File: config.mk
export PLATFORM = sky130hd
export DESIGN_NAME = mp_port_arbiter_4to2
export DESIGN_NICKNAME = d
export VERILOG_FILES = /design/src/rtl/mp_port_arbiter_4to2_pkg.sv /design/src/rtl/mp_rr_pick2.sv /design/src/rtl/mp_port_arbiter_4to2.sv
export SDC_FILE = /design/constraint.sdc
export NUM_CORES = 1
export LEC_CHECK = 0
export ABC_AREA = 1
export ABC_CLOCK_PERIOD_IN_PS = 3000
export BUFFER_PORTS_ARGS = -buffer_cell sky130_fd_sc_hd__buf_2
export CAP_MARGIN = 20
export CORE_AREA = 2 2 192 194
export DETAILED_ROUTE_END_ITERATION = 12
export DIE_AREA = 0 0 194 196
export PLACE_DENSITY_LB_ADDON = 0.3
export SKIP_LAST_GASP = 1
export SYNTH_ARGS = -nofsm -noshare
export SYNTH_HDL_FRONTEND = slang
export SYNTH_SLANG_ARGS = --single-unit
export TNS_END_PERCENT = 30
File: constraint.sdc
create_clock -name clock -period 3 [get_ports clock]
set_input_delay 0.15 -clock clock [delete_from_list [all_inputs] [get_ports clock]]
set_output_delay 0.15 -clock clock [all_outputs]
set_load 0.01 [all_outputs]
File: src/rtl/mp_port_arbiter_4to2_pkg.sv
// Shared widths and types for the 4-to-2 data-cache port arbiter.
// Imported by the arbiter top and its round-robin picker.
package mp_port_arbiter_4to2_pkg;

  localparam int MEM_ADDR = 12;
  localparam int WORD     = 32;
  localparam int BYTE_EN  = WORD / 8;
  localparam int NUM_REQ  = 4;
  localparam int NUM_PORT = 2;

  typedef logic [1:0] idx_t;

  typedef struct packed {
    logic vld;
    logic rd;
    idx_t idx;
  } tag_t;

endpackage

File: src/rtl/mp_rr_pick2.sv
// Round-robin pick of up to two requesters per cycle.
// B skips any requester that conflicts with A.
module mp_rr_pick2
  import mp_port_arbiter_4to2_pkg::*;
(
  input  logic [3:0]      req_i,
  input  idx_t            ptr_i,
  input  logic [3:0][3:0] conf_i,
  output logic            a_vld_o,
  output idx_t            a_idx_o,
  output logic            b_vld_o,
  output idx_t            b_idx_o
);

  idx_t idx;

  always_comb begin
    a_vld_o = 1'b0;
    a_idx_o = '0;
    b_vld_o = 1'b0;
    b_idx_o = '0;
    idx     = '0;
    for (int i = 0; i < 4; i++) begin
      idx = ptr_i + idx_t'(i);
      if (req_i[idx]) begin
        if (!a_vld_o) begin
          a_vld_o = 1'b1;
          a_idx_o = idx;
        end else if (!b_vld_o &&
                     !conf_i[a_idx_o][idx]) begin
          b_vld_o = 1'b1;
          b_idx_o = idx;
        end
      end
    end
  end

endmodule

File: src/rtl/mp_port_arbiter_4to2.sv
// Four requesters onto a 2-port data memory, two grants per cycle,
// registered memory drive and tagged read-data return.
module mp_port_arbiter_4to2
  import mp_port_arbiter_4to2_pkg::*;
#(
  parameter int ADDR_W = MEM_ADDR,
  parameter int DATA_W = WORD,
  parameter int BE_W   = BYTE_EN,
  parameter int NREQ   = NUM_REQ
) (
  input  logic                             clock,
  input  logic                             resetn,
  input  logic [NREQ-1:0]                  req_i,
  input  logic [NREQ-1:0]                  we_i,
  input  logic [NREQ-1:0][BE_W-1:0]        be_i,
  input  logic [NREQ-1:0][ADDR_W-1:0]      addr_i,
  input  logic [NREQ-1:0][DATA_W-1:0]      wdata_i,
  output logic [NREQ-1:0]                  gnt_o,
  output logic [NREQ-1:0]                  rvalid_o,
  output logic [NREQ-1:0][DATA_W-1:0]      rdata_o,
  output logic [NUM_PORT-1:0]              mem_we_o,
  output logic [NUM_PORT-1:0][BE_W-1:0]    mem_be_o,
  output logic [NUM_PORT-1:0][ADDR_W-1:0]  mem_addr_o,
  output logic [NUM_PORT-1:0][DATA_W-1:0]  mem_wdata_o,
  input  logic [NUM_PORT-1:0][DATA_W-1:0]  mem_rdata_i
);

  logic [3:0][3:0] conf;
  logic            a_vld, b_vld;
  idx_t            a_idx, b_idx;
  logic [NUM_PORT-1:0]       sel_vld;
  idx_t [NUM_PORT-1:0]       sel_idx;

  idx_t                              ptr_q, ptr_d;
  logic [NUM_PORT-1:0]               we_q, we_d;
  logic [NUM_PORT-1:0][BE_W-1:0]     be_q, be_d;
  logic [NUM_PORT-1:0][ADDR_W-1:0]   addr_q, addr_d;
  logic [NUM_PORT-1:0][DATA_W-1:0]   wdata_q, wdata_d;
  tag_t [NUM_PORT-1:0]               tag1_q, tag1_d;
  tag_t [NUM_PORT-1:0]               tag2_q, tag2_d;
  logic [NREQ-1:0]                   rvalid_q, rvalid_d;
  logic [NREQ-1:0][DATA_W-1:0]       rdata_q, rdata_d;

  // Same word with at least one writer must not share a cycle.
  always_comb begin
    conf = '0;
    for (int i = 0; i < 4; i++) begin
      for (int j = 0; j < 4; j++) begin
        conf[i][j] = (addr_i[i] == addr_i[j]) &&
                     (we_i[i] || we_i[j]);
      end
    end
  end

  mp_rr_pick2 u_pick (
    .req_i   (req_i),
    .ptr_i   (ptr_q),
    .conf_i  (conf),
    .a_vld_o (a_vld),
    .a_idx_o (a_idx),
    .b_vld_o (b_vld),
    .b_idx_o (b_idx)
  );

  assign sel_vld = {b_vld, a_vld};
  assign sel_idx = {b_idx, a_idx};

  always_comb begin
    gnt_o = '0;
    if (resetn) begin
      if (a_vld) gnt_o[a_idx] = 1'b1;
      if (b_vld) gnt_o[b_idx] = 1'b1;
    end
  end

  always_comb begin
    ptr_d = ptr_q;
    if (b_vld) begin
      ptr_d = b_idx + idx_t'(1);
    end else if (a_vld) begin
      ptr_d = a_idx + idx_t'(1);
    end
  end

  // Idle ports keep address/data steady; only we drops.
  always_comb begin
    we_d    = '0;
    be_d    = be_q;
    addr_d  = addr_q;
    wdata_d = wdata_q;
    tag1_d  = '0;
    for (int p = 0; p < NUM_PORT; p++) begin
      if (sel_vld[p]) begin
        we_d[p]    = we_i[sel_idx[p]];
        be_d[p]    = be_i[sel_idx[p]];
        addr_d[p]  = addr_i[sel_idx[p]];
        wdata_d[p] = wdata_i[sel_idx[p]];
      end
      tag1_d[p].vld = sel_vld[p];
      tag1_d[p].rd  = ~we_i[sel_idx[p]];
      tag1_d[p].idx = sel_idx[p];
    end
    tag2_d = tag1_q;
  end

  always_comb begin
    rvalid_d = '0;
    rdata_d  = rdata_q;
    for (int p = 0; p < NUM_PORT; p++) begin
      if (tag2_q[p].vld && tag2_q[p].rd) begin
        rvalid_d[tag2_q[p].idx] = 1'b1;
        rdata_d[tag2_q[p].idx]  = mem_rdata_i[p];
      end
    end
  end

  always_ff @(posedge clock or negedge resetn) begin
    if (!resetn) begin
      ptr_q    <= '0;
      we_q     <= '0;
      be_q     <= '0;
      addr_q   <= '0;
      wdata_q  <= '0;
      tag1_q   <= '0;
      tag2_q   <= '0;
      rvalid_q <= '0;
      rdata_q  <= '0;
    end else begin
      ptr_q    <= ptr_d;
      we_q     <= we_d;
      be_q     <= be_d;
      addr_q   <= addr_d;
      wdata_q  <= wdata_d;
      tag1_q   <= tag1_d;
      tag2_q   <= tag2_d;
      rvalid_q <= rvalid_d;
      rdata_q  <= rdata_d;
    end
  end

  assign mem_we_o    = we_q;
  assign mem_be_o    = be_q;
  assign mem_addr_o  = addr_q;
  assign mem_wdata_o = wdata_q;
  assign rvalid_o    = rvalid_q;
  assign rdata_o     = rdata_q;

endmodule

==> out/summary.txt <==
Status: finished with violations
Failing checks: hold timing, setup timing
Hold WS: -6.834 ps
Die width: 194 um
Antenna viol nets, final: 0
Synthesized flop and latch total: 248
Gr ovfl total: 0
CP max FO: 7
GRT Util Overall: 35.45%
H-Tree Depth: 1
Slowest cell delay on critical path: 390 ps
Largest family of logic cells by synthesized area: simple AND/OR/NAND/NOR gates
CP Class: reg2reg
Vias per cell: 5.656
Final min period: 3653 ps
XOR/XNOR share of the synthesized area: 1.229%
Initial antenna violation count: 10
Area Overhead vs Synth: 46.88%
Layout Nets: 3,272
First-pass iteration count of the detailed router: 7
Clk_skew: 19.10 ps
I/O Pins: 500
Synth Area in Adders: 0.07981%
Synth Cell Area: 15,680 um2
Asr flop ratio synth: 100.0%
Share of cells above drive strength 1: 27.65%
Slew Limit Fails: 0
Hold Crit Class: in2reg
Slew at the pin closest to its max-slew limit: 856.2 ps
DRC viols: 0
Worst setup margin: -653.0 ps
Clock Pin Slew Worst Setup and Hold Paths: 60 ps
Most frequent cell on the critical path: nand2_4
Mux cell area share after synthesis: 0%
Max clock buf depth: 3
Cell Pwr Density: 1623 nW/um2
Seq/Total Area, Yosys: 39.59%
Leading cell types in the layout, fill and taps excluded: nand2_1 (628), buf_2 (497), inv_1 (285)
Post-synth EDFFs: 0
Largest net degree at the start of global routing: 143
Synth Net Count: 2,569
Slowest stage cell, crit path: dfrtp_1
Wirelength, routed: 71,840 um
Maximum vdd drop: 1.059 mV
Setup tns final: -26,170 ps
CTS Sinks: 248
Crit start category: flop
Via count: 19,809
Tot Pwr: 0.03738 W
Period utilization: 121.8%
Vert. Die Dim: 196 um
Worst EP arrival: 4150 ps
Commonest non-fill, non-tap cell in the layout: nand2_1
Leakage power: 12.39 nW
Worst relative slew slack: 42.92%
Starting DRT DRC Count: 1,966
RSZ-0062 raised after global routing: true
Num rows: 70
DP HPWL: 47,780 um
CTS tree: built
GPL Wtd Cong: 0.9831
Wire per inst: 20.51 um
Buffers on Ports: 499
Req. time, crit path: 3500 ps
Clock latency on the worst-skew pair: 570 ps
Highest clock rate: 273.7 MHz
Starting density of the core: 43.44%
Top_reg_cell synth: dfrtp_1
Synth cell types: 42
Vias in the first global route: 18,846
First-pass GRT wire length: 106,400 um
Compound-Gate Fraction of Synth Area: 18.98%
CP Capture Type: flop
Hold Vio Cnt, Final: 1
Die area: 38,020 um2
Final-report setup violation count: 61
Simple-Gate Fraction of Synth Area: 28.80%
CTS root buffer: clkbuf_16
YS warnings: 0
TritonCTS buffer count: 29
Core Box Area: 36,080 um2
Max_cap viols: 0
Mean cell area of the mapped netlist: 6.810 um2
Synth Instances: 2,302
## flip-flops by register name, indices dropped and copies added, names as in the netlist
register / cells
tag1_q: 8
rvalid_o: 4
ptr_q: 2
mem_wdata_o: 64
mem_we_o: 2
rdata_o: 128
mem_addr_o: 24
mem_be_o: 8
tag2_q: 8
## power breakdown
part           leakage [nW]  internal [W]  switching (W)  total, W
logic                  8.93        0.0113         0.0159    0.0272
clock network         0.495       0.00227        0.00153   0.00380
registers              2.97       0.00533        0.00105   0.00638
## worst max-delay path, delay by kind of cell, from the launching register on
kind / cells / cell delay [ps]
adders and majority gates: 1 / 270
buffers and inverters: 9 / 1100
DFF: 1 / 390
and+or+nand+nor: 23 / 1840
## timing repair
action / CTS / global route
setup endpoints to repair: 60 / 107
endpoints found under the hold margin: 241 / 0
setup buffers: 24 / 17
hold buffers: 142 / 0
pin swaps: 22 / 42
resized for setup: 39 / 72
gates cloned: 11 / 3
## area by class of cell
type / count / area (um2)
fill: 3078 / 13060
multi-input combinational: 1610 / 8098
sequential: 248 / 6207
timing repair buffer: 817 / 5972
inverter: 299 / 1136
clock buffer: 40 / 827.0
tap: 468 / 585.6
clock inverter: 13 / 182.7
antenna: 7 / 17.52
## layer usage
layer / track usage, % / wire (um) / part of all wire [%] / vias to the layer above
met5: 0 / 56 / 0.078 / -
met4: 17.37 / 4017 / 5.6 / 8
met3: 8.114 / 8000 / 11 / 346
met2: 57.86 / 33020 / 46 / 1412
met1: 44.41 / 26750 / 37 / 9126
li1: - / - / - / 8917
## kinds of logic after synthesis
family          after synthesis
buf+inv                     444
compound gates              512
fa+ha+maj                     1
flops                       248
simple gates               1075
xor+xnor                     22
## metrics by stage
stage | util [%] | setup slack [ps] | cell area [um2] | std cells
final | 63.81 | -653.0 | 23030 | 3502
after global routing | 63.80 | -851.6 | 23020 | 3500
after CTS | 62.57 | -614.0 | 22580 | 3478
after detailed placement | 53.94 | -224.4 | 19460 | 3248
after global placement | 53.94 | -196.7 | 19460 | 3248
after floorplan | - | 12.57 | 15760 | 2302
## synthesized netlist by cell type (2+ instances only)
library cell    n  share of area (%)
nor2_2          6               0.24
a31oi_1        70                2.8
nor2_1        122                2.9
buf_2          16               0.51
clkbuf_1      104                2.5
xor2_1          3               0.17
inv_2           6               0.14
nand4_1         7               0.28
o21a_1         51                2.4
o21ai_0       126                4.0
dfrtp_1       248                 40
buf_6          11               0.79
nand2_2        11               0.44
a41oi_1         2               0.11
inv_1         289                6.9
buf_1          13               0.31
nand2_1       664                 16
nand3_1       246                7.9
o22a_1          6               0.34
clkinv_1        3              0.072
nand3b_1        2              0.096
nand2_4         5               0.36
a21oi_1       180                5.7
xnor2_1        19                1.1
nor3_1          4               0.13
o22ai_1        20               0.80
o211ai_1       53                2.5
## worst paths after layout
check | startpoint | to | slack (ps) | cells past startpoint
worst max-delay path | ptr_q[0] | mem_wdata_o[43] | -650 | 33
worst min-delay path | wdata_i[126] | mem_wdata_o[30] | -7 | 5
worst max register to register | ptr_q[0] | mem_wdata_o[43] | -650 | 33
worst min register to register | tag1_q[5] | tag2_q[5] | 350 | 0
max in group asynchronous | resetn | ptr_q[1] | 1640 | 3
min in group asynchronous | resetn | mem_be_o[7] | 130 | 2
Note: power is estimated with default switching activity, not from simulation.
